[config.mk]
export PLATFORM = sky130hd
export DESIGN_NAME = dec_seq_nx
export DESIGN_NICKNAME = d
export VERILOG_FILES = /design/src/rtl/dec_seq_nx.sv
export SDC_FILE = /design/constraint.sdc
export NUM_CORES = 1
export LEC_CHECK = 0
export CORE_MARGIN = 3
export CORE_UTILIZATION = 30
export CTS_BUF_LIST = sky130_fd_sc_hd__clkbuf_4 sky130_fd_sc_hd__clkbuf_8
export CTS_CLUSTER_SIZE = 28
export DETAILED_ROUTE_END_ITERATION = 6
export PLACE_DENSITY = 0.65
export SYNTH_ARGS = -nofsm -noshare
export SYNTH_HDL_FRONTEND = slang
export SYNTH_SLANG_ARGS = --single-unit
[constraint.sdc]
create_clock -name CLK -period 1.35 [get_ports CLK]
set_input_delay 0.405 -clock CLK [delete_from_list [all_inputs] [get_ports CLK]]
set_output_delay 0.405 -clock CLK [all_outputs]
set_load 0.05 [all_outputs]
[src/rtl/dec_seq_nx.sv]
// Registered N-to-2^N one-hot decoder with a stepping sequencer.
// The selected line walks through addresses in one-shot or circular mode.
module dec_seq_nx #(
    parameter  int N = 2,
    localparam int M = 2**N
) (
    input  logic         CLK,
    input  logic         RSTB,
    input  logic         EN,
    input  logic [N-1:0] A,
    input  logic         LOAD,
    input  logic         STEP,
    input  logic         MODE,
    output logic [M-1:0] Y,
    output logic         ACT,
    output logic         DONE,
    output logic         WRAP
);

    localparam logic [N-1:0] LAST_PTR = N'(M - 1);

    logic [N-1:0] ptr_q, ptr_d;
    logic         act_q, act_d;
    logic [M-1:0] y_q, y_d;
    logic         done_q, done_d;
    logic         wrap_q, wrap_d;

    always_comb begin
        ptr_d  = ptr_q;
        act_d  = act_q;
        done_d = 1'b0;
        wrap_d = 1'b0;
        if (!EN) begin
            act_d = 1'b0;
        end else if (LOAD) begin
            ptr_d = A;
            act_d = 1'b1;
        end else if (STEP && act_q) begin
            if (MODE) begin
                ptr_d  = ptr_q + 1'b1;
                wrap_d = (ptr_q == LAST_PTR);
            end else if (ptr_q == LAST_PTR) begin
                act_d  = 1'b0;
                done_d = 1'b1;
            end else begin
                ptr_d = ptr_q + 1'b1;
            end
        end
    end

    // Y is decoded from the next state and stored, so the outputs never see a
    // combinational path and can only change as a single flop update.
    always_comb begin
        y_d = '0;
        for (int i = 0; i < M; i++) begin
            y_d[i] = act_d && (ptr_d == N'(i));
        end
    end

    always_ff @(posedge CLK or negedge RSTB) begin
        if (!RSTB) begin
            ptr_q  <= '0;
            act_q  <= 1'b0;
            y_q    <= '0;
            done_q <= 1'b0;
            wrap_q <= 1'b0;
        end else begin
            ptr_q  <= ptr_d;
            act_q  <= act_d;
            y_q    <= y_d;
            done_q <= done_d;
            wrap_q <= wrap_d;
        end
    end

    assign Y    = y_q;
    assign ACT  = act_q;
    assign DONE = done_q;
    assign WRAP = wrap_q;

endmodule

; Word level (Yosys, flattened, before mapping)
; Cells that the tools add are included.
[word_totals]
mem_bits_ro = 0
mem_bits_rw = 0
memories = 0
out_inout_bits = 7
reg_bits = 9
latchBits = 0
[op_classes]
n_reduce_logical = 6
add_sub_neg = 1
div = 0
shift = 0
n_bitwise = 0
multipliers = 0
eq_ne = 4
muxes = 19
magnitude_cmp = 0
[op_table]
columns = cell, n
row1 = $mux W1, 14
row2 = $mux W2, 5
row3 = $eq A2 B2 Y1 const B, 3
row4 = $logic_and A1 B1 Y1, 5
row5 = $add A2 B1 Y2 const B, 1
row6 = $eq A2 B1 Y1 const B, 1
row7 = $logic_not A2 Y1, 1

; Logic depth before layout (Yosys ltp)
[depth]
depth_word = 8
depth_mapped = 6

; Least setup slack after synthesis
; Ideal clock, no wire load.
[synth_path]
kind = register to register
startpoint = register ptr_q[0]
endpoint = register y_q[1], in the netlist Y[1]
setup_time_ns = 0.131
n_path_buf = 0
required_time_ns = 1.219
synth_period_minus_slack_ns = 1.459
path_slack_ns = -0.109
arrival_ns = 1.328
path_stages_with_launch = 7
cell_sequence = dfrtp_1 inv_1 ha_1 nand2b_1 a21oi_2 o31ai_1 nor3_1
[synth_between]
elab_chain_cells = 8
[synth_rtl]
columns = item, line
row1 = from (decl), 22  ; logic [N-1:0] ptr_q, ptr_d;
row2 = from (signal assigned), 68  ; ptr_q <= ptr_d;
row3 = $add A2 B1 Y2 / $eq A2 B2 Y1 (equally long branches), "40, 46, 42"
row4 = $mux W2, 42  ; end else if (ptr_q == LAST_PTR) begin
row5 = $mux W2, 39  ; if (MODE) begin
row6 = $mux W2, 38  ; end else if (STEP && act_q) begin
row7 = $mux W2, 35  ; end else if (LOAD) begin
row8 = $mux W2, 33  ; if (!EN) begin
row9 = $eq A2 B1 Y1, 56  ; y_d[i] = act_d && (ptr_d == N'(i));
row10 = $logic_and A1 B1 Y1 *, 56
row11 = net y_d[1], 24  ; logic [M-1:0] y_q, y_d;
row12 = to (signal assigned), 70  ; y_q <= y_d;
row13 = to (decl), 24
; Mark *: on every way through the listed nets, which the timed path passes. The rest lies on a longest branch.

; Final worst setup path
[layout_path]
startpoint = register ptr_q[0]
endpoint = register y_q[2], in the netlist Y[2]
[layout_between]
elab_chain_cells = 8
[layout_rtl]
columns = item, line
row1 = $add A2 B1 Y2 / $eq A2 B2 Y1 (equally long branches), "40, 46, 42"
row2 = $mux W2, 42
row3 = $mux W2, 39
row4 = $mux W2, 38
row5 = $mux W2, 35
row6 = $mux W2, 33
row7 = $eq A2 B2 Y1, 56
row8 = $logic_and A1 B1 Y1 *, 56
row9 = net y_d[2], 24
; Marked as above.

==> results.md <==
- Sink Count: 9
- Die W: 49.03 µm
- Max Cap Viol: 0
- Library cells used by synthesis: 27
- Placement Cell Area: 893.4 µm²
- Warnings from Yosys: 0
- I/O pins: 15
- Hold WC Path Type: input port to async pin
- Setup violators final: 1
- DRT iter0 DRCs: 8
- Rows: 14
- Pre-CTS setup slack: -0.4439 ns
- EDFF count, synth: 0
- Skew final: 0.005726 ns
- Ys flop type: dfrtp_1
- Worst-path clk slew: 0.06 ns
- ANT nets after route: 0
- Max FO, Critical Path: 3
- FF-to-FF path depth: 6
- Worst Max-Slew Pin Slew: 0.4087 ns
- R2R setup slack: -0.03 ns
- Fin. max-slew vios: 0
- Fill count: 127
- Pleak: 0.4635 nW
- Core ar.: 1629 µm²
- Die height: 49.03 µm
- Critical Path RT: 1.50 ns
- RSZ-0062 raised after global routing: true
- Asr flop ratio synth: 1.000
- Port buffer count: 14
- Cell total after placement: 104
- Nets: 99
- Int Power: 627.5 µW
- Gpl congestion: 0.8538
- Sw Ratio: 0.3412
- Fmax: 0.7221 GHz
- Max Root-Sink Buffers: 2
- Synth-to-Final Area Change: 89.19%
- Post-synthesis area per instance: 10.29 µm²
- Die area: 2404 µm²
- Clk pwr share: 0.214
- Critical path data arrival time: 1.54 ns
- Routed WL per cell: 13.35 µm
- Slew HR: 0.7275
- Vias in the first global route: 572
- Initial antenna violation count: 0
- Setup CP Type: flip-flop to flip-flop
- Clock latency on the worst-skew pair: 0.26 ns
- Setup Total Neg Slack: -0.03485 ns
- Crit end category: flip-flop
- Status: finished, violations left
- Tot Pwr: 952.4 µW
- Pwr per Cell Area: 906.2 nW/µm²
- Via/cell ratio: 4.807
- Synth area leaders: dfrtp_1 (41%), ha_1 (11%), nand2b_1 (4.5%)
- Worst Slack Setup Final: -0.03485 ns
- Total Routing Usage GR: 0.1353
- Share of cells above drive strength 1: 0.5882
- Sequential share of power: 0.337
- Net count after synthesis: 67
- Reg-to-reg startpoint: ptr_q[0]
- First-pass GRT wire length: 2.456 mm
- CTS buffer count: 3
- Post-layout util: 0.6452
- Grt total ovfl: 0
- Drt total wl: 1.455 mm
- Most frequent cell after synthesis: dfrtp_1
- Register area share after synthesis: 0.4054
- Cell accounting for the most synthesized area: dfrtp_1
- Root Driver: clkbuf_4
- HPWL after DPL: 1.048 mm
- Syn Inst Count: 54
- Starting Density: 0.3410
- Hold_ws: 0.4263 ns
- Yosys top cell area share: 0.4054
- Final instance area: 1051 µm²
- Synth cell count leaders: dfrtp_1 (9), ha_1 (5)
- Mapped Area: 555.5 µm²
- Htree depth: 1
- Net switching power: 324.9 µW
- Worst VDD drop: 0.4783 mV
- Synth Register Bits: 9
- Largest net degree at the start of global routing: 10
- Via Count: 524
- Final std cells w/o fill: 109
- DRT Pass-1 Iters: 4
- Worst Setup Start Kind: flip-flop
- ANT cells: 0
- Comb power frac: 0.448
- Endpoints failing hold: 0
- DRC Markers: 0
- Final worst-path cycle share: 1.026
- Failing checks: setup timing
- Fin crit period: 1.385 ns
- TritonCTS clock tree: done
- Critical register-to-register path endpoint: Y[2]
[cell usage in the layout (no fill, tap or decap), drive strengths merged]
cell type,n
o221a,1
ha,5
a21oi,5
o22ai,1
dfrtp,9
clkbuf,3
nor3,5
a311oi,1
a211oi,1
nor2,3
nand2,4
a21o,1
clkdlybuf4s50,3
dlygate4sd2,4
clkinv,1
inv,4
nand2b,5
buf,21
o31ai,1
and3,1
nor4bb,1
nand3b,1
nor2b,1
o21ai,2
nand4b,1
[critical path, stage by stage (launching register included)]
cell	delay [ns]
dfrtp_2	0.45
inv_2	0.09
ha_4	0.20
nand2b_4	0.15
buf_4	0.14
a21oi_2	0.18
nor3_4	0.06
[power groups by stage]
stage	Sequential [mW]	Clock, mW	Combinational (mW)
floorplan	0.356	0	0.111
global placement	0.321	0	0.333
detailed placement	0.321	0	0.340
CTS	0.321	0.208	0.403
global route	0.324	0.223	0.456
finish	0.321	0.204	0.427
[cell type report]
type	count	area, µm²	area share
clock inverter	1	5.005	0.004762
timing repair buffer	28	317.8	0.3024
multi-input combinational	40	432.9	0.4119
sequential	9	227.7	0.2167
inverter	4	15.01	0.01429
tap	24	30.03	0.02857
clock buffer	3	22.52	0.02143
[how the worst max path moves through the flow]
stage	startpoint	endpoint	slack, ns
after global routing	ptr_q[0]	Y[2]	-0.08
after floorplan	ptr_q[0]	Y[1]	-0.04
final	ptr_q[0]	Y[2]	-0.03
after CTS	ptr_q[1]	Y[1]	0.0002
after global placement	MODE	Y[3]	-0.39
after detailed placement	LOAD	Y[1]	-0.44
[sequential cells by signal, summed over array words and instances (netlist names)]
signal  count
ACT         1
DONE        1
WRAP        1
Y           4
ptr_q       2
[layer usage]
layer,global-route usage,part of all wire,vias up
met5,0,0,-
met4,0.07109,0.030,0
met3,0.04587,0.066,6
met2,0.2285,0.49,20
met1,0.1491,0.41,246
li1,-,-,252
[what timing repair did]
action,CTS,global route
setup buffers,1,0
endpoints found under the setup margin,7,4
hold buffers,0,0
resized for setup,21,6
pin swaps,9,0
[cell families (layout without fill, tap and decap cells)]
| group | count (synthesis) | in the layout | synth area share |
|---|---|---|---|
| and+or+nand+nor | 22 | 22 | 0.2680 |
| AOI/OAI and AO/OA | 13 | 13 | 0.1734 |
| DFF | 9 | 9 | 0.4054 |
| adders and majority gates | 5 | 5 | 0.1126 |
| buffers and inverters | 5 | 36 | 0.04054 |
No activity file was read; power rests on OpenSTA's default activity.
